**src/rtl/mem_bus_pkg.sv**
```systemverilog
// rtl/mem_bus_pkg.sv - shared encodings for the data_memory bus arbiter
//
// Purpose: state encoding, owner encoding and default widths used by
// mem_bus_arbiter and rr_arb2.
// Ports: none (package).
package mem_bus_pkg;

  localparam int ADDR_W_DEF = 16;
  localparam int DATA_W_DEF = 16;

  // Owner / grant identifiers
  localparam logic M0 = 1'b0;
  localparam logic M1 = 1'b1;

  typedef enum logic [1:0] {
    ST_IDLE  = 2'd0,
    ST_ISSUE = 2'd1,
    ST_WAIT  = 2'd2,
    ST_DONE  = 2'd3
  } state_e;

endpackage

```
**src/rtl/rr_arb2.sv**
```systemverilog
// rtl/rr_arb2.sv - two-input round-robin arbiter
//
// Purpose: picks one of two requesters; on contention the one not served
// last wins. The priority pointer moves on every accepted grant.
// Ports:
//   clk       in   rising-edge clock
//   reset     in   asynchronous active-low reset (clears pointer -> m0 first)
//   req[1:0]  in   request vector, bit n = master n
//   grant_en  in   grant is being taken this cycle (pointer may advance)
//   gnt_id    out  selected master id
//   gnt_valid out  at least one request present
module rr_arb2
  import mem_bus_pkg::*;
(
  input  logic       clk,
  input  logic       reset,
  input  logic [1:0] req,
  input  logic       grant_en,
  output logic       gnt_id,
  output logic       gnt_valid
);

  // prio_q holds the id that wins the next contention
  logic prio_q, prio_d;

  always_comb begin
    gnt_valid = |req;
    // Single requester wins outright; req[1] alone selects 1, req[0] alone selects 0
    gnt_id    = (req == 2'b11) ? prio_q : req[1];
    prio_d    = prio_q;
    if (grant_en && gnt_valid) begin
      prio_d = ~gnt_id;
    end
  end

  always_ff @(posedge clk or negedge reset) begin
    if (!reset) begin
      prio_q <= M0;
    end else begin
      prio_q <= prio_d;
    end
  end

endmodule

```
**src/rtl/mem_bus_arbiter.sv**
```systemverilog
// rtl/mem_bus_arbiter.sv - shares one data_memory port between two masters
//
// Purpose: single-beat req/ack arbitration of m0 (CPU) and m1 (DMA) onto
// data_memory with round-robin grant. All memory pins come straight from
// registers loaded at grant, so they never glitch between owners.
// Ports:
//   clk, reset                     clock, asynchronous active-low reset
//   m{0,1}_req/we/addr/wdata       master request side (held until ack)
//   m{0,1}_ack                     one-cycle completion pulse
//   m{0,1}_rdata                   read data, held after ack
//   mem_addr/mem_wdata/mem_we/mem_re  to data_memory
//   mem_rdata                      from data_memory
//   owner                          granted master (valid while busy)
//   busy                           high outside IDLE
module mem_bus_arbiter
  import mem_bus_pkg::*;
#(
  parameter int ADDR_W = ADDR_W_DEF,
  parameter int DATA_W = DATA_W_DEF,
  parameter int RD_LAT = 1
) (
  input  logic              clk,
  input  logic              reset,
  input  logic              m0_req,
  input  logic              m0_we,
  input  logic [ADDR_W-1:0] m0_addr,
  input  logic [DATA_W-1:0] m0_wdata,
  output logic              m0_ack,
  output logic [DATA_W-1:0] m0_rdata,
  input  logic              m1_req,
  input  logic              m1_we,
  input  logic [ADDR_W-1:0] m1_addr,
  input  logic [DATA_W-1:0] m1_wdata,
  output logic              m1_ack,
  output logic [DATA_W-1:0] m1_rdata,
  output logic [ADDR_W-1:0] mem_addr,
  output logic [DATA_W-1:0] mem_wdata,
  output logic              mem_we,
  output logic              mem_re,
  input  logic [DATA_W-1:0] mem_rdata,
  output logic              owner,
  output logic              busy
);

  // Index of the final WAIT cycle; unused when RD_LAT is 0
  localparam logic [1:0] WAIT_LAST = (RD_LAT > 0) ? 2'(RD_LAT - 1) : 2'd0;

  state_e            state_q, state_d;
  logic [1:0]        cnt_q, cnt_d;
  logic              owner_q;
  logic              we_q;
  logic [ADDR_W-1:0] addr_q;
  logic [DATA_W-1:0] wdata_q;
  logic              mem_we_q, mem_we_d;
  logic              mem_re_q, mem_re_d;
  logic [DATA_W-1:0] m0_rdata_q, m1_rdata_q;

  logic              grant_en, capture;
  logic              gnt_id, gnt_valid;
  logic              sel_we;
  logic [ADDR_W-1:0] sel_addr;
  logic [DATA_W-1:0] sel_wdata;

  rr_arb2 u_rr_arb2 (
    .clk       (clk),
    .reset     (reset),
    .req       ({m1_req, m0_req}),
    .grant_en  (grant_en),
    .gnt_id    (gnt_id),
    .gnt_valid (gnt_valid)
  );

  // Request mux feeds only register D inputs, never the memory pins directly
  assign sel_we    = gnt_id ? m1_we    : m0_we;
  assign sel_addr  = gnt_id ? m1_addr  : m0_addr;
  assign sel_wdata = gnt_id ? m1_wdata : m0_wdata;

  always_comb begin
    state_d  = state_q;
    cnt_d    = cnt_q;
    grant_en = 1'b0;
    capture  = 1'b0;
    mem_we_d = 1'b0;
    mem_re_d = 1'b0;
    case (state_q)
      ST_IDLE: begin
        grant_en = 1'b1;
        if (gnt_valid) begin
          state_d  = ST_ISSUE;
          // Strobes are registered here so they are high exactly during ISSUE
          mem_we_d = sel_we;
          mem_re_d = ~sel_we;
        end
      end
      ST_ISSUE: begin
        if (we_q) begin
          state_d = ST_DONE;
        end else if (RD_LAT == 0) begin
          capture = 1'b1;
          state_d = ST_DONE;
        end else begin
          cnt_d   = WAIT_LAST;
          state_d = ST_WAIT;
        end
      end
      ST_WAIT: begin
        if (cnt_q == 2'd0) begin
          capture = 1'b1;
          state_d = ST_DONE;
        end else begin
          cnt_d = cnt_q - 2'd1;
        end
      end
      ST_DONE: begin
        state_d = ST_IDLE;
      end
      default: begin
        state_d = ST_IDLE;
      end
    endcase
  end

  always_ff @(posedge clk or negedge reset) begin
    if (!reset) begin
      state_q    <= ST_IDLE;
      cnt_q      <= 2'd0;
      owner_q    <= M0;
      we_q       <= 1'b0;
      addr_q     <= '0;
      wdata_q    <= '0;
      mem_we_q   <= 1'b0;
      mem_re_q   <= 1'b0;
      m0_rdata_q <= '0;
      m1_rdata_q <= '0;
    end else begin
      state_q  <= state_d;
      cnt_q    <= cnt_d;
      mem_we_q <= mem_we_d;
      mem_re_q <= mem_re_d;
      if (grant_en && gnt_valid) begin
        owner_q <= gnt_id;
        we_q    <= sel_we;
        addr_q  <= sel_addr;
        wdata_q <= sel_wdata;
      end
      if (capture) begin
        if (owner_q == M0) begin
          m0_rdata_q <= mem_rdata;
        end else begin
          m1_rdata_q <= mem_rdata;
        end
      end
    end
  end

  assign mem_addr  = addr_q;
  assign mem_wdata = wdata_q;
  assign mem_we    = mem_we_q;
  assign mem_re    = mem_re_q;
  assign m0_ack    = (state_q == ST_DONE) && (owner_q == M0);
  assign m1_ack    = (state_q == ST_DONE) && (owner_q == M1);
  assign m0_rdata  = m0_rdata_q;
  assign m1_rdata  = m1_rdata_q;
  assign owner     = owner_q;
  assign busy      = (state_q != ST_IDLE);

endmodule

```
**config.mk**
```make
export PLATFORM = sky130hd
export DESIGN_NAME = mem_bus_arbiter
export DESIGN_NICKNAME = d
export VERILOG_FILES = /design/src/rtl/mem_bus_pkg.sv /design/src/rtl/rr_arb2.sv /design/src/rtl/mem_bus_arbiter.sv
export SDC_FILE = /design/constraint.sdc
export NUM_CORES = 1
export LEC_CHECK = 0
export CAP_MARGIN = 10
export CORE_MARGIN = 5
export CORE_UTILIZATION = 35
export CTS_BUF_LIST = sky130_fd_sc_hd__clkbuf_8
export DETAILED_ROUTE_END_ITERATION = 10
export PLACE_DENSITY = 0.71
export SLEW_MARGIN = 20
export SYNTH_ARGS = -nofsm -noshare
export SYNTH_HDL_FRONTEND = slang
export SYNTH_HIERARCHICAL = 1
export SYNTH_SLANG_ARGS = --single-unit
```
**constraint.sdc**
```tcl
create_clock -name clk -period 1.95 [get_ports clk]
set_clock_uncertainty 0.1 [all_clocks]
set_input_delay 0.2925 -clock clk [delete_from_list [all_inputs] [get_ports clk]]
set_output_delay 0.2925 -clock clk [all_outputs]
set_load 0.05 [all_outputs]
```
==> reports/metrics.yaml <==
place:
  port_buffers: 155
  gp_congestion: 0.763
  dpl_cell_area_um2: 4930
  place_ws_ns: 0.0585
  hpwlAfterDp_um: 6420
route:
  drt-initial-drc-count: 58
  wl_per_cell_um: 15.4
  drt_wl_total_um: 8270
  first_pass_iters: 4
  final_antenna_net_count: 0
  drc: 0
  vias_per_cell: 4.69
  via_count: 2515
critical_path:
  worstSetupStartpoint: "mem_addr[0]"
  cp_max_fo: 2
  critPathCaptureType: "output pin"
  crit_path_cell_trace: "clkdlybuf4s50_1"
  worstSetupStartpointType: "register"
  reg2reg_from: "state_q[0]"
  worst-path-buf-inv: 1
  cp.arrival_ns: 1.51
  critPathSlowestCell: "clkdlybuf4s50_1"
  crit_type: "reg2out"
  slowest_delay_ns: 0.82
  critical-path-top-delay-family: "buffers and inverters"
  worstPathRequired_ns: 1.56
timing:
  period_share_pct: 97.5
  final.min_clock_period_ns: 1.90
  tightest_slew_ns: 0.539
  rsz0062_at_grt: "no"
  worst_slack_ns: 0.0485
  hold-worst-slack_ns: 0.375
  maxSlewViolCount: 0
  fin_tns_setup_ns: 0
  fmax_mhz: 526
  maxSlewHeadroom_pct: 64.0
  finalSetupViolCount: 0
  hold_viol: 0
synthesis:
  yosysWarnings: 6
  avgSynthCellArea_um2: 12.4
  yosysSeqAreaShare_pct: 56.6
  yosysUniqueCellTypes: 24
  synth_top_family_by_area: "multiplexers"
  synth_compound_gate_area_share_pct: 6.13
  synth_seq_cells: 73
  synth-xor-area-share_pct: 0
  syn_nets: 353
  synthAdderAreaFrac_pct: 2.72
  muxShareOfSynthArea_pct: 23.5
  netlist_area_um2: 3230
  synthSimpleGateAreaFrac_pct: 7.95
  syn_inst: 260
power_and_ir_drop:
  leakage_nw: 2.52
  clockPowerShare_pct: 13.0
  p_seq_share_pct: 27.1
  switching_power_mw: 4.73
  internal_power_mw: 5.18
  power.total_mw: 9.91
  combPwrFrac_pct: 59.8
  sw_frac_of_total_pct: 47.7
  peakVddDrop_v: 0.000970
  p_per_area_nw_per_um2: 1900
clock_tree:
  cts_setup_buffers: 0
  cts_buffers: 9
  clk_pin_slew_ns: 0.08
  root_buffer: "clkbuf_8"
  cts_tree: "built"
  clockBufferDepth: 2
  h-tree-depth: 3
  numClockSinks: 73
  worstSkewPairLatency_ns: 0.33
global_routing:
  grt_pass1_wl_um: 13300
  grt_max_degree: 47
  grt_remaining_overflow: 0
  grt_util_all_layers_pct: 15.1
  antenna_found_initial: 0
  grt_pass1_vias: 2667
cells_and_area:
  diodes: 0
  multi_input_area_um2: 1320
  area_delta_synth_final_pct: 61.6
  nNetsFinal: 513
  regArea_um2: 1830
  drive_above_1_share_pct: 19.1
  finalInstanceArea_um2: 5210
  n_fill_cell: 764
floorplan:
  die_y_um: 106
  core-area_um2: 9110
  io_pins: 156
  initial_core_util_pct: 35.4
  die_w_um: 106
  rows: 35
  die_area_um2: 11200
flow_run:
  maxCapViolCount: 0
worst_hold_path:
  min_from: "mem_addr[10]"
  hp-class: "reg2reg"
status:
  outcome: "finished, final reports clean"
## stage by stage
stage	std cells	util, %
floorplan	260	-
detailed placement	519	54.2
CTS	536	56.7
global placement	519	54.2
finish	536	57.2
global route	536	57.2
## final cells by class
type / count / share of cell area, %
flip-flops and latches: 73 / 35.1
repair buffers: 162 / 32.4
multi-input cells: 168 / 25.3
well taps: 111 / 2.67
clock buffers: 9 / 2.38
clock inverters: 7 / 1.82
inverters: 6 / 0.432
## worst min-delay path: cells and delay by family, from the launching register on
family / cells / cell delay (ns)
flops: 1 / 0.34
compound gates: 1 / 0.06
simple gates: 1 / 0.04
## sequential cells by signal (all words and copies together) (netlist names)
| signal | flops |
|---|---|
| u_rr_arb2/prio_q | 1 |
| mem_addr | 16 |
| we_q | 1 |
| mem_re | 1 |
| mem_we | 1 |
| owner | 1 |
| mem_wdata | 16 |
| cnt_q | 2 |
| m0_rdata | 16 |
| m1_rdata | 16 |
| state_q | 2 |
## what timing repair did
item,in CTS,in global routing
setup endpoints to repair,0,19
gates resized for setup,0,19
hold buffers,1,0
hold endpoints to repair,40,0
## cell usage after synthesis, drive strengths merged
master / instances / area share, %
dfrtp: 73 / 57
nand2: 38 / 4.4
mux2i: 35 / 11
o21ai: 34 / 5.3
mux2: 33 / 13
buf: 8 / 1.7
ha: 7 / 2.7
inv: 6 / 0.70
clkbuf: 5 / 0.58
nor2: 5 / 0.58
nor2b: 4 / 0.78
and2: 3 / 0.58
a2111oi: 1 / 0.27
a21boi: 1 / 0.23
a21oi: 1 / 0.16
a31oi: 1 / 0.19
nand3: 1 / 0.31
nand3b: 1 / 0.62
or2: 1 / 0.19
or2b: 1 / 0.23
or4: 1 / 0.23
## worst paths after layout
path / end / slack [ns] / cells past startpoint
hold reg to reg: mem_addr[10] / 0.37 / 2
setup reg to reg: m0_rdata[15] / 0.25 / 4
min in group asynchronous: m1_rdata[10] / 0.39 / 2
max in group asynchronous: mem_wdata[7] / 0.79 / 3
setup / recovery: mem_addr[0] / 0.05 / 1
hold / removal: mem_addr[10] / 0.37 / 2
## cells by family (layout without fill, tap and decap cells)
kind of cell    after synthesis  count (layout)
flops                        73              73
mux                          68              68
simple gates                 55              55
compound gates               38              38
buf+inv                      19             184
fa+ha+maj                     7               7
## power groups by stage
stage / Clock (mW) / Sequential, mW / Combinational, mW
final: 1.29 / 2.69 / 5.93
after global routing: 1.40 / 2.79 / 6.26
after global placement: 0 / 2.69 / 5.94
after detailed placement: 0 / 2.71 / 6.02
after CTS: 1.34 / 2.70 / 6.02
after floorplan: 0 / 5.05 / 1.56
## per-layer routing
metal,GRT usage (%),vias to the layer above,wire [um]
li1,-,1210,-
met1,19.3,1168,3750
met2,22.4,130,3510
met3,6.50,7,907
met4,6.20,0,91
met5,0,-,0
## layout by cell type, fill, tap and decap left out, types with 2 or more instances in the layout
cell,Yosys,routed
o21ai_0,34,34
clkdlybuf4s50_1,0,116
buf_12,0,7
bufinv_16,0,2
nand2_1,38,37
clkbuf_8,0,9
mux2_2,23,23
ha_1,7,6
buf_4,4,20
clkinvlp_4,0,4
mux2_4,10,10
dfrtp_1,73,73
mux2i_1,35,35
dlymetal6s2s_1,0,18
inv_1,6,6
and2_1,3,3
nor2_1,5,5
nor2b_1,4,4
Power figures use the tool's default switching activity.
